**config.mk**
```make
export PLATFORM = sky130hd
export DESIGN_NAME = program_loader
export DESIGN_NICKNAME = d
export VERILOG_FILES = /design/src/rtl/loader_pkg.sv /design/src/rtl/byte_packer.sv /design/src/rtl/program_loader.sv
export SDC_FILE = /design/constraint.sdc
export NUM_CORES = 1
export LEC_CHECK = 0
export BUFFER_PORTS_ARGS = -buffer_cell sky130_fd_sc_hd__buf_4
export CAP_MARGIN = 40
export CORE_MARGIN = 3
export CORE_UTILIZATION = 53
export DETAILED_ROUTE_END_ITERATION = 8
export GPL_TIMING_DRIVEN = 0
export MAX_ROUTING_LAYER = met4
export PLACE_DENSITY = 0.78
export SLEW_MARGIN = 20
export SYNTH_ARGS = -nofsm -noshare
export SYNTH_HDL_FRONTEND = slang
export SYNTH_SLANG_ARGS = --single-unit
```
**constraint.sdc**
```tcl
create_clock -name clk -period 3 [get_ports clk]
set_clock_uncertainty 0.05 [all_clocks]
set_input_delay 0 -clock clk [delete_from_list [all_inputs] [get_ports clk]]
set_output_delay 0 -clock clk [all_outputs]
set_load 0.02 [all_outputs]
```
**src/rtl/loader_pkg.sv**
```systemverilog
// Shared types and sizing helpers for the program loader and its byte packer.
package loader_pkg;

  typedef enum logic [1:0] {IDLE, RECV, WRITE, DONE} loader_state_t;

  localparam int DEFAULT_DATA_W = 32;
  localparam int BYTES_PER_WORD = DEFAULT_DATA_W / 8;

  function automatic int bytes_per_word(input int data_w);
    return data_w / 8;
  endfunction

  // Counter width that stays legal even for single-byte words.
  function automatic int cnt_width(input int n);
    return (n > 1) ? $clog2(n) : 1;
  endfunction

endpackage

```
**src/rtl/byte_packer.sv**
```systemverilog
// Assembles little-endian bytes into one instruction word and tracks the byte position.
module byte_packer
  import loader_pkg::*;
#(
  parameter int DATA_W = 32
) (
  input  logic              clk,
  input  logic              rst_n,
  input  logic              clear_i,
  input  logic              load_i,
  input  logic [7:0]        byte_i,
  output logic [DATA_W-1:0] word_o,
  output logic              last_o
);

  localparam int             BPW      = bytes_per_word(DATA_W);
  localparam int             CW       = cnt_width(BPW);
  localparam logic [CW-1:0]  LAST_IDX = CW'(BPW - 1);

  logic [CW-1:0]     cnt_q, cnt_d;
  logic [DATA_W-1:0] word_q, word_d;

  // Bytes enter at the top and shift down, so byte 0 ends up in bits [7:0].
  always_comb begin
    cnt_d  = cnt_q;
    word_d = word_q;
    if (clear_i) begin
      cnt_d  = '0;
      word_d = '0;
    end else if (load_i) begin
      word_d = (word_q >> 8) | (DATA_W'(byte_i) << (DATA_W - 8));
      cnt_d  = (cnt_q == LAST_IDX) ? '0 : cnt_q + CW'(1);
    end
  end

  always_ff @(posedge clk or negedge rst_n) begin
    if (!rst_n) begin
      cnt_q  <= '0;
      word_q <= '0;
    end else begin
      cnt_q  <= cnt_d;
      word_q <= word_d;
    end
  end

  assign word_o = word_q;
  assign last_o = (cnt_q == LAST_IDX);

endmodule

```
**src/rtl/program_loader.sv**
```systemverilog
// Writes a byte-streamed program image into instruction memory and holds the core in reset
// until the image is complete.
module program_loader
  import loader_pkg::*;
#(
  parameter int ADDR_W        = 6,
  parameter int DATA_W        = 32,
  parameter int HOLD_AT_RESET = 1
) (
  input  logic              clk,
  input  logic              rst,
  input  logic              start,
  input  logic              abort,
  input  logic [ADDR_W:0]   word_count,
  input  logic              byte_valid,
  input  logic [7:0]        byte_data,
  output logic              byte_ready,
  output logic              imem_we,
  output logic [ADDR_W-1:0] imem_addr,
  output logic [DATA_W-1:0] imem_wdata,
  output logic              cpu_rst,
  output logic              busy,
  output logic              done,
  output logic              err
);

  localparam logic [ADDR_W:0] MAX_WORDS = {1'b1, {ADDR_W{1'b0}}};

  loader_state_t     state_q, state_d;
  logic [ADDR_W-1:0] idx_q, idx_d;
  logic [ADDR_W:0]   cnt_q, cnt_d;
  logic              cpu_rst_q, cpu_rst_d;
  logic              err_q, err_d;
  logic              done_q, done_d;
  logic              pk_clear, pk_load, pk_last;
  logic [DATA_W-1:0] pk_word;

  // Zero requests the full memory; oversized requests saturate to it.
  function automatic logic [ADDR_W:0] clamp_count(input logic [ADDR_W:0] wc);
    if (wc == '0 || wc > MAX_WORDS) return MAX_WORDS;
    return wc;
  endfunction

  byte_packer #(
    .DATA_W (DATA_W)
  ) u_packer (
    .clk     (clk),
    .rst_n   (rst),
    .clear_i (pk_clear),
    .load_i  (pk_load),
    .byte_i  (byte_data),
    .word_o  (pk_word),
    .last_o  (pk_last)
  );

  always_comb begin
    state_d   = state_q;
    idx_d     = idx_q;
    cnt_d     = cnt_q;
    cpu_rst_d = cpu_rst_q;
    err_d     = err_q;
    done_d    = 1'b0;
    pk_clear  = 1'b0;
    pk_load   = 1'b0;
    unique case (state_q)
      IDLE: begin
        if (start && !abort) begin
          cnt_d     = clamp_count(word_count);
          idx_d     = '0;
          err_d     = 1'b0;
          cpu_rst_d = 1'b1;
          pk_clear  = 1'b1;
          state_d   = RECV;
        end
      end
      RECV: begin
        if (abort) begin
          err_d     = 1'b1;
          cpu_rst_d = 1'b1;
          pk_clear  = 1'b1;
          state_d   = IDLE;
        end else if (byte_valid) begin
          pk_load = 1'b1;
          if (pk_last) state_d = WRITE;
        end
      end
      WRITE: begin
        if (abort) begin
          err_d     = 1'b1;
          cpu_rst_d = 1'b1;
          pk_clear  = 1'b1;
          state_d   = IDLE;
        end else if ({1'b0, idx_q} == cnt_q - 1'b1) begin
          done_d    = 1'b1;
          cpu_rst_d = 1'b0;
          state_d   = DONE;
        end else begin
          idx_d   = idx_q + 1'b1;
          state_d = RECV;
        end
      end
      DONE: begin
        state_d = IDLE;
      end
      default: begin
        state_d = IDLE;
      end
    endcase
  end

  always_ff @(posedge clk or negedge rst) begin
    if (!rst) begin
      state_q   <= IDLE;
      idx_q     <= '0;
      cnt_q     <= '0;
      cpu_rst_q <= 1'(HOLD_AT_RESET);
      err_q     <= 1'b0;
      done_q    <= 1'b0;
    end else begin
      state_q   <= state_d;
      idx_q     <= idx_d;
      cnt_q     <= cnt_d;
      cpu_rst_q <= cpu_rst_d;
      err_q     <= err_d;
      done_q    <= done_d;
    end
  end

  // Every output is a register or a decode of the state register.
  assign byte_ready = (state_q == RECV);
  assign imem_we    = (state_q == WRITE);
  assign busy       = (state_q == RECV) || (state_q == WRITE);
  assign imem_addr  = idx_q;
  assign imem_wdata = pk_word;
  assign cpu_rst    = cpu_rst_q;
  assign err        = err_q;
  assign done       = done_q;

endmodule
```
# Word-level counts from Yosys, hierarchy flattened
# Cells that the tools add are included.
# classes
n_addsub	3
magnitude_cmp	1
n_eq_ne	13
n_mux	37
bitwise_logic	1
n_reduce_logical	16
# op_table
op	count
$mux 32	2
$or 24x32->32	1
$mux 2	9
$mux 6	3
$mux 1	16
$mux 7	2
$pmux 6 s2	1
$ne 2x2->1 const B	4
$pmux 2 s4	1
$reduce_and 4->1	2
$eq 6x7->1	1
$gt 7x7->1 const B	1
$logic_not 7->1	1
$sub 7x1->7 const B	1
$add 6x1->6 const B	1
$eq 2x2->1 const B	3
$ne 3x2->1 const B	2
$reduce_and 3->1	2
$reduce_bool 2->1	3
$pmux 1 s2	2
$ne 3x3->1 const B	1
$pmux 1 s3	1
$reduce_bool 3->1	1
$add 2x1->2 const B	1
8 further kinds	9
# totals
ff_bits	52
in_bits	20
output_inout_bits	44
elab_cells	79

# Depth between registers and ports, before layout
# logic_depth
word_depth	6
ltp_mapped	9
mapped_depth_nobuf	8

# By module
# From an unflattened synthesis, not the netlist that was laid out.
# hier_totals
cells_unflattened	252
hier_area_um2	2677.6
# modules_own_cells
module	n_inst	cells_each	area_per_inst_um2	seq_area_each_um2
byte_packer	1	111	1420.1	850.8
program_loader	1	141	1257.5	451.7

# Least setup slack after synthesis
# Ideal clock, no wire load.
# synth_path
kind	reg2reg
startpoint	register cnt_q[0]
endpoint	register idx_q[2], in the netlist imem_addr[2]
setup_time_ns	0.066
arrival_time_ns	2.126
required_time_ns	2.884
setup_slack_ns	0.758
path_stages_with_launch	10
path_buffers	1
synth_period_minus_slack_ns	2.242
path_cell_list	dfrtp_1 > buf_2 > inv_1 > ha_1 > o21bai_1 > a211oi_1 > or4_4 > nor4b_4 > or4_1 > nand2_1
# synth_via
elab_chain_cells	4
# synth_rtl
item	line_no	source
from (decl)	program_loader.sv:31	logic [ADDR_W:0] cnt_q, cnt_d;
from (signal assigned)	program_loader.sv:122	cnt_q <= cnt_d;
$sub 7x1->7	program_loader.sv:93	end else if ({1'b0, idx_q} == cnt_q - 1'b1) begin
$eq 6x7->1	program_loader.sv:93	
$ne 2x2->1 (no source line)	--	
$reduce_and 4->1 (no source line)	--	
to (signal assigned)	program_loader.sv:121	idx_q <= idx_d;
to (decl)	program_loader.sv:30	logic [ADDR_W-1:0] idx_q, idx_d;
# No other way between the ends.
# A chain may end at the register's enable or synchronous reset.

# Worst setup path after layout
# layout_path
startpoint	register cnt_q[0]
endpoint	register idx_q[3], in the netlist imem_addr[3]
# The elaborated chain is that of the path after synthesis.

==> summary.md <==
| Metric | Value |
|---|---|
| Status | complete, no violations |
| Xor/xnor share of the synthesized area | 1.99% |
| Antenna-violating nets left | 0 |
| RSZ-0062 raised after global routing | no |
| Pre-CTS WS | 457 ps |
| Largest net degree at the start of global routing | 53 |
| Syn Inst Count | 298 |
| Pwr/cell area | 651 mW/mm^2 |
| # IOs | 64 |
| Adder-Cell Fraction of Synth Area | 3.31% |
| Root Driver | clkbuf_8 |
| Crit end category | flop |
| Commonest cells after routing, fill and taps aside | nand2_1 (81), buf_4 (62), dfrtp_1 (51) |
| Comb pwr share | 41.8% |
| Final setup viols | 0 |
| Crit Path Max Fanout | 9 |
| Seq/Total Area, Yosys | 49.3% |
| Worst setup SP type | flop |
| Commonest non-fill, non-tap cell in the layout | nand2_1 |
| Minimum clock period | 2570 ps |
| Top sig layer | met4 |
| Final instance area | 0.00350 sq mm |
| Die area | 0.00587 sq mm |
| DP HPWL | 4490 um |
| Finished Core Util | 73.2% |
| Clock Tree Buf Depth | 2 |
| Lkg Pwr | 1.56 nW |
| Synth Area in Simple Gates | 25.6% |
| Layout cell share with drive strength beyond 1 | 20.3% |
| Residual DRC | 0 |
| Ranking of synthesized cells by area | dfrtp_1 (48%), nand2_1 (12%), a21oi_1 (8.3%) |
| Setup CP Type | reg2reg |
| P_sw | 0.920 mW |
| Distinct cells, synth | 45 |
| Total Power | 2.28 mW |
| First-pass GRT wire length | 11,700 um |
| Setup TNS | 0 ps |
| Synthesized flop and latch total | 52 |
| Mux share of post-synthesis cell area | 0.758% |
| Fin Hold WS | 67.2 ps |
| Core area | 0.00479 sq mm |
| Seq pwr share | 40.2% |
| Net Sw Frac | 40.4% |
| Clk slew on worst S/H paths | 100 ps |
| Worst relative slew slack | 56.6% |
| Arr. time, crit path | 2760 ps |
| CTS H-tree lvls | 2 |
| Slew @ Worst Pin | 650 ps |
| Layout area overhead | 32.5% |
| TritonRoute pass-1 iters | 4 |
| # port buffers | 62 |
| Metal3 WL | 310 um |
| Total placed cells including tap cells | 427 |
| Internal Power | 1.36 mW |
| Syn avg cell area | 8.87 sq um |
| CTS tree | built |
| CTS Hold Bufs | 22 |
| Num rows | 25 |
| Post-CTS Setup Bufs | 0 |
| Final hold violations | 0 |
| Vias in the first global route | 2,457 |
| Layout Nets | 416 |
| Ys flop type | dfrtp_1 |
| Synth Net Count | 325 |
| Yosys warns | 0 |
| Largest family of logic cells by synthesized area | simple AND/OR/NAND/NOR gates |
| Ys async rst share | 100% |
| Synth area leader | dfrtp_1 |
| Power share of the clock group | 18.0% |
| Max Fclk | 0.389 GHz |
| Post-DR wirelength/cell | 15.1 um |
| Die height | 76.6 um |
| PostCTS Resize Cnt | 0 |
| Initial antenna violation count | 0 |
| Top cell type's share of synthesized area | 48.3% |
| Post-DP Area | 0.00319 sq mm |
| Via count | 2,479 |
| Cell Area, Synth | 0.00264 sq mm |
| Die Width | 76.6 um |
| Setup WS post-layout | 430 ps |
| Post-synthesis compound-gate area fraction | 16.1% |
| GRT Util Overall | 25.4% |
| Post-synth EDFFs | 0 |
| M1 WL | 3000 um |
| Vias per cell | 5.42 |
| Req. time, crit path | 3190 ps |
| Final instance count without filler cells | 457 |
| Final Slew Violations | 0 |
| CTS Sinks | 52 |
| ANT cells | 0 |
| Clock latency at the later pin of the worst-skew pair | 310 ps |
| Worst hold path type | in2reg |
| Num CTS Buffers | 5 |
| Peak supply drop | 379 uV |
| Drt initial violations | 134 |
| Max-cap violations | 0 |
| Fraction of the cycle the final worst path needs | 85.7% |
| Initial Utilization | 55.2% |
| Final WL | 6920 um |
| Metal2 WL | 3490 um |
| Gr ovfl total | 0 |
| Routability congestion estimate from global placement | 0.860 |
==> cells by family after synthesis <==
logic type / after synthesis
buffers and inverters: 20
XOR/XNOR: 6
AO/OA/AOI/OAI: 74
multiplexers: 2
flip-flops: 52
AND/OR/NAND/NOR: 137
adder cells (fa/ha/maj): 7
==> sequential cells by signal, indices dropped and copies added, names as in the netlist <==
register / cells
imem_addr: 6
state_q: 2
cpu_rst: 1
done: 1
u_packer.cnt_q: 2
u_packer.word_o: 32
cnt_q: 7
err: 1
==> power groups by stage <==
stage | clock, mW | sequential [mW] | combinational [mW]
floorplan | 0 | 0.961 | 0.595
CTS | 0.416 | 0.914 | 0.947
finish | 0.411 | 0.916 | 0.952
detailed placement | 0 | 0.928 | 0.922
global placement | 0 | 0.922 | 0.899
global route | 0.453 | 0.931 | 1.05
==> synth_stat cells (2+ instances only) <==
cell type / count
a211oi_1: 3
a21oi_1: 44
buf_2: 2
clkbuf_1: 13
dfrtp_1: 51
ha_1: 7
inv_1: 5
mux2i_1: 2
nand2_1: 81
nand2b_1: 13
nand3_1: 2
nand3b_1: 2
nand4_1: 2
nor2_1: 10
nor2b_1: 2
nor3_1: 5
nor3b_2: 2
nor4_1: 4
o21ai_0: 16
or3_1: 3
xnor2_1: 3
xor2_1: 3
==> cell type report <==
| class | count | area [sq um] |
|---|---|---|
| buffer | 15 | 58.8 |
| clock buffer | 5 | 68.8 |
| clock inverter | 3 | 21.3 |
| fill | 380 | 1280 |
| inverter | 5 | 18.8 |
| multi-input combinational | 226 | 1260 |
| sequential | 52 | 1300 |
| tap | 67 | 83.8 |
| timing repair buffer | 84 | 686 |
==> worst max-delay path: stages, from the launching register on <==
cell       delay, ps
dfrtp_1          360
buf_2            160
inv_1            100
ha_1             310
nand4bb_1        140
a211oi_1         390
o311ai_4         210
nor4b_4          450
o21ai_0          160
a21oi_1          160
==> per-layer routing <==
layer / GRT usage [%] / up-vias
met5: - / -
met4: 6.88 / 0
met3: 5.79 / 14
met2: 42.6 / 68
met1: 31.1 / 1195
li1: - / 1202
==> path summary, 6_finish.rpt <==
kind,to,slack (ps),cells past startpoint,startpoint
setup reg to reg,imem_addr[3],430,9,cnt_q[0]
setup / recovery,imem_addr[3],430,9,cnt_q[0]
max in group asynchronous,state_q[0],2260,2,rst
hold / removal,err,70,3,abort
min in group asynchronous,cnt_q[1],200,2,rst
hold reg to reg,u_packer.word_o[2],480,2,u_packer.word_o[2]
(Power assumes the default switching activity.)
